[src/rtl/fifo_sync_param.sv]
// Parametrised single-clock FIFO with occupancy count, programmable almost flags,
// sticky overflow/underflow errors and synchronous flush.
module fifo_sync_param #(
    parameter int unsigned WIDTH = 8,
    parameter int unsigned DEPTH = 4,
    parameter int unsigned AF_TH = 3,
    parameter int unsigned AE_TH = 1,
    parameter int unsigned CNT_W = 3
) (
    input  logic             SYSCLK,
    input  logic             RST_B,
    input  logic             WR_EN,
    input  logic             RD_EN,
    input  logic             FLUSH,
    input  logic             CLR_ERR,
    input  logic [WIDTH-1:0] FIFO_IN,
    output logic [WIDTH-1:0] FIFO_OUT,
    output logic             FULL,
    output logic             EMPTY,
    output logic             ALMOST_FULL,
    output logic             ALMOST_EMPTY,
    output logic [CNT_W-1:0] COUNT,
    output logic             OVERFLOW,
    output logic             UNDERFLOW
);

    localparam int unsigned      PTR_W    = (DEPTH > 1) ? $clog2(DEPTH) : 1;
    localparam logic [PTR_W-1:0] PTR_LAST = PTR_W'(DEPTH - 1);
    localparam logic [CNT_W-1:0] CNT_FULL = CNT_W'(DEPTH);
    localparam logic [CNT_W-1:0] CNT_AF   = CNT_W'(AF_TH);
    localparam logic [CNT_W-1:0] CNT_AE   = CNT_W'(AE_TH);

    logic [WIDTH-1:0] mem_q [DEPTH];
    logic [PTR_W-1:0] wptr_q, wptr_d;
    logic [PTR_W-1:0] rptr_q, rptr_d;
    logic [CNT_W-1:0] count_q, count_d;
    logic [WIDTH-1:0] fifo_out_q, fifo_out_d;
    logic             ovf_q, ovf_d;
    logic             unf_q, unf_d;
    logic             rd_ok;
    logic             wr_ok;
    logic             mem_we;

    // Pointers wrap at DEPTH-1 so non-power-of-two depths work.
    function automatic logic [PTR_W-1:0] ptr_inc(input logic [PTR_W-1:0] p);
        return (p == PTR_LAST) ? '0 : p + PTR_W'(1);
    endfunction

    assign rd_ok = RD_EN & ~EMPTY;
    assign wr_ok = WR_EN & (~FULL | rd_ok);

    always_comb begin
        wptr_d     = wptr_q;
        rptr_d     = rptr_q;
        count_d    = count_q;
        fifo_out_d = fifo_out_q;
        ovf_d      = ovf_q & ~CLR_ERR;
        unf_d      = unf_q & ~CLR_ERR;
        mem_we     = 1'b0;
        if (FLUSH) begin
            wptr_d  = '0;
            rptr_d  = '0;
            count_d = '0;
        end else begin
            // Set terms OR in after the clear so a coincident set wins.
            ovf_d = ovf_d | (WR_EN & FULL & ~rd_ok);
            unf_d = unf_d | (RD_EN & EMPTY);
            if (wr_ok) begin
                mem_we = 1'b1;
                wptr_d = ptr_inc(wptr_q);
            end
            if (rd_ok) begin
                fifo_out_d = mem_q[rptr_q];
                rptr_d     = ptr_inc(rptr_q);
            end
            case ({wr_ok, rd_ok})
                2'b10:   count_d = count_q + CNT_W'(1);
                2'b01:   count_d = count_q - CNT_W'(1);
                default: count_d = count_q;
            endcase
        end
    end

    always_ff @(posedge SYSCLK or negedge RST_B) begin
        if (!RST_B) begin
            wptr_q     <= '0;
            rptr_q     <= '0;
            count_q    <= '0;
            fifo_out_q <= '0;
            ovf_q      <= 1'b0;
            unf_q      <= 1'b0;
        end else begin
            wptr_q     <= wptr_d;
            rptr_q     <= rptr_d;
            count_q    <= count_d;
            fifo_out_q <= fifo_out_d;
            ovf_q      <= ovf_d;
            unf_q      <= unf_d;
        end
    end

    // Storage is deliberately left unreset.
    always_ff @(posedge SYSCLK) begin
        if (mem_we) begin
            mem_q[wptr_q] <= FIFO_IN;
        end
    end

    assign FIFO_OUT     = fifo_out_q;
    assign COUNT        = count_q;
    assign FULL         = (count_q == CNT_FULL);
    assign EMPTY        = (count_q == '0);
    assign ALMOST_FULL  = (count_q >= CNT_AF);
    assign ALMOST_EMPTY = (count_q <= CNT_AE);
    assign OVERFLOW     = ovf_q;
    assign UNDERFLOW    = unf_q;

endmodule

[config.mk]
export PLATFORM = sky130hd
export DESIGN_NAME = fifo_sync_param
export DESIGN_NICKNAME = d
export VERILOG_FILES = /design/src/rtl/fifo_sync_param.sv
export SDC_FILE = /design/constraint.sdc
export NUM_CORES = 1
export LEC_CHECK = 0
export CAP_MARGIN = 30
export CORE_UTILIZATION = 45
export DETAILED_ROUTE_END_ITERATION = 10
export PLACE_DENSITY = 0.8
export SYNTH_ARGS = -nofsm -noshare
export SYNTH_HDL_FRONTEND = slang
export SYNTH_SLANG_ARGS = --single-unit
[constraint.sdc]
create_clock -name SYSCLK -period 2.6 [get_ports SYSCLK]
set_input_delay 0.52 -clock SYSCLK [delete_from_list [all_inputs] [get_ports SYSCLK]]
set_output_delay 0.52 -clock SYSCLK [all_outputs]
set_load 0.02 [all_outputs]
==> metrics.md <==
| Metric | Value |
|---|---|
| Status | `finished, final reports clean` |
| Filler Cell Count | `376` |
| Initial Util | `46.6%` |
| Residual DRC | `0` |
| Least-Margin Pin Slew | `0.627 ns` |
| Clock Latency Late Sink | `0.30 ns` |
| Total CTS buffers | `5` |
| Dpl hpwl | `2750 um` |
| Final worst path period need | `2.45 ns` |
| Antenna viol nets, final | `0` |
| Fmax | `roughly 0.41 GHz` |
| CTS tree | `built` |
| Finished Cell Area | `0.00269 sq mm` |
| Deepest clock path buffer count | `2` |
| Critical path startpoint category | `register` |
| Critical path data arrival time | `1.93 ns` |
| Cts hold-fix bufs | `0` |
| Critical-path cell list | `inv_1, ha_1, nor2_1, o21ai_0, clkdlybuf4s50_1` |
| Synth Cell Area | `between 0.002 and 0.0025 sq mm` |
| Io pins | `31` |
| Worst Skew | `approximately 0.010 ns` |
| Die height | `72.0 um` |
| Die width | `72.0 um` |
| Vias in the first global route | `1337` |
| Final std cells w/o fill | `250` |
| Worst endpoint required time | `2.08 ns` |
| Final hold violation count | `0` |
| Crit-path max FO | `15` |
| Register area share after synthesis | `62.9%` |
| Post-synth top area share | `approximately 44%` |
| Routability congestion estimate | `0.914` |
| Syn Area/Cell | `14.9 sq um` |
| Met1 usage | `a little under a quarter` |
| Fin. max-slew vios | `0` |
| CTS H-tree lvls | `2` |
| Largest area contributor in the synthesized netlist | `edfxtp_1` |
| Die area | `0.00518 sq mm` |
| Crit share post-route | `between 90% and 100%` |
| Port Buffers | `30` |
| Synth area leaders | `edfxtp_1, dfrtp_1, mux4_2` |
| CTS sink cnt | `49` |
| Layout cell share with drive strength beyond 1 | `between 10% and 20%` |
| Post-Route Utilization | `57.0%` |
| Initial DRC Count | `97` |
| Critical path class | `reg2out` |
| Post-Route Setup TNS | `0 ns` |
| Initial antenna violation count | `0` |
| Routing usage on met3 | `4.72%` |
| Hold slack | `0.512 ns` |
| Max stage delay on crit path | `0.63 ns` |
| DR vias/cell | `between 5 and 6` |
| Rel. slew slack | `58.2%` |
| Clock root buffer | `clkbuf_8` |
| Routed via count | `around 1300` |
| First-pass GRT wire length | `6750 um` |
| Most Crowded Layer GR | `met2` |
| Crit path max-delay cell type | `dfrtp_1` |
| Met2 Usage GRT | `29.7%` |
| Total grt overflow | `0` |
| Area of the multi-input gates | `approximately 750 sq um` |
| Max Cap Viol | `0` |
| Clock-pin slew on the worst setup and hold paths | `0.09 ns` |
| Row cnt | `25` |
| Drt wl/cell | `15.8 um` |
| Post-Place Cell Area | `0.00258 sq mm` |
| Largest net degree at the start of global routing | `18` |
| Setup repair after global routing missed its margin | `no` |
| Peak supply drop | `0.466 mV` |
| HP Class | `reg2reg` |
| Placed insts | `242` |
| Synth Net Count | `172` |
| Yosys reg bits | `just under 50` |
| Layout area overhead | `22.1%` |
| Leak | `1.00 nW` |
| Cell variety after synth | `33` |
| Yosys warning count | `0` |
| GRT Total Usage | `17.9%` |
| DR pass1 iterations | `4` |
| Final setup fails | `0` |
| Core box area | `0.00472 sq mm` |
| Pwr per Cell Area | `961 mW/mm^2` |
| Antenna cells | `0` |
| Overall routed net length | `3960 um` |
| Register Area | `0.00139 sq mm` |
| Nets@finish | `206` |
| Setup crit end kind | `output pin` |
| Post-Synthesis Cells | `148` |
[worst max-delay path, delay by kind of cell, from the launching register on]
kind,cells,cell delay (ns)
AND/OR/NAND/NOR,1,0.07
AO/OA/AOI/OAI,1,0.08
buffers and inverters,2,0.63
flip-flops,1,0.63
adder cells (fa/ha/maj),1,0.21
[repair_timing]
action / CTS / global route
resized for setup: 3 / 1
setup endpoints to repair: 2 / 1
endpoints found under the hold margin: 0 / 0
buffers inserted: 0 / 0
[worst paths after layout]
path	start	endpoint	slack [ns]	cells past startpoint
setup reg to reg	COUNT[1]$_DFFE_PN0P_	mem_q[3][3]$_DFFE_PP_	0.60	5
min in group asynchronous	RST_B	wptr_q[0]$_DFFE_PN0P_	0.54	2
setup / recovery	COUNT[2]$_DFFE_PN0P_	ALMOST_FULL	0.15	5
hold reg to reg	FIFO_OUT[5]$_DFFE_PN0P_	FIFO_OUT[5]$_DFFE_PN0P_	0.51	1
hold / removal	FIFO_OUT[5]$_DFFE_PN0P_	FIFO_OUT[5]$_DFFE_PN0P_	0.51	1
max in group asynchronous	RST_B	COUNT[1]$_DFFE_PN0P_	1.85	2
[layout by cell type (no fill, tap or decap), drive strengths merged]
| cell | instances |
|---|---|
| mux2 | 9 |
| edfxtp | 32 |
| a21oi | 7 |
| inv | 12 |
| buf | 4 |
| nor2b | 2 |
| dfrtp | 17 |
| nor2 | 9 |
| dlymetal6s2s | 1 |
| a22oi | 1 |
| a311oi | 2 |
| nand3 | 2 |
| o22ai | 2 |
| a32o | 1 |
| nand2 | 1 |
| o21ai | 8 |
| and3b | 1 |
| clkbuf | 6 |
| a221oi | 1 |
| a21boi | 1 |
| mux2i | 1 |
| or4 | 2 |
| ha | 10 |
| and2 | 5 |
| nand2b | 5 |
| nand3b | 1 |
| mux4 | 8 |
| a21bo | 1 |
| clkinvlp | 1 |
| xnor2 | 1 |
| clkdlybuf4s50 | 29 |
[layout make-up]
cell class / instances / share of cell area, %
Sequential cell: 49 / 51.5
Tap cell: 67 / 3.11
Clock inverter: 2 / 0.604
Multi-Input combinational cell: 81 / 27.8
Timing Repair Buffer: 34 / 12.4
Clock buffer: 6 / 3.07
Inverter: 11 / 1.53
[per-layer routing]
metal  share of wire [%]  vias to the layer above
met4                0.51                        0
li1                    -                      610
met3                 3.0                        2
met5                   0                        -
met1                  44                      660
met2                  52                       21
[stage by stage]
step	power, mW	worst slack, ns
after CTS	2.61	0.0271
final	2.59	0.146
after global routing	2.74	0.0298
after detailed placement	2.10	0.128
after floorplan	1.71	0.616
after global placement	2.07	0.241
[sequential cells by signal, indices dropped and copies added, names as in the netlist]
name,cells
FIFO_OUT,8
wptr_q,2
mem_q,32
rptr_q,2
OVERFLOW,1
UNDERFLOW,1
COUNT,3
[power by group]
group / internal, mW / total (mW) / switching (mW)
sequential: 0.953 / 1.08 / 0.126
clock: 0.219 / 0.476 / 0.256
combinational: 0.530 / 1.03 / 0.501
total: 1.70 / 2.59 / 0.884
[Yosys cell counts (all sizes together)]
library cell   n
a21bo          1
a21boi         1
a21oi          7
a221oi         1
a22oi          1
a311oi         2
a32o           1
and2           5
and3b          1
buf            4
clkbuf         3
dfrtp         17
edfxtp        32
ha            10
inv           11
mux2           9
mux2i          1
mux4           8
nand2          1
nand2b         5
nand3          2
nand3b         1
nor2           9
nor2b          2
o21ai          8
o22ai          2
or4            2
xnor2          1
[cells by family after synthesis]
| logic type | after synthesis | synth area share (%) |
|---|---|---|
| flip-flops | 49 | 62.9 |
| adder cells (fa/ha/maj) | 10 | 5.68 |
| AO/OA/AOI/OAI | 24 | 6.76 |
| buffers and inverters | 18 | 3.69 |
| multiplexers | 18 | 13.2 |
| XOR/XNOR | 1 | 0.398 |
| AND/OR/NAND/NOR | 28 | 7.33 |
No activity file was read; power rests on OpenSTA's default activity.
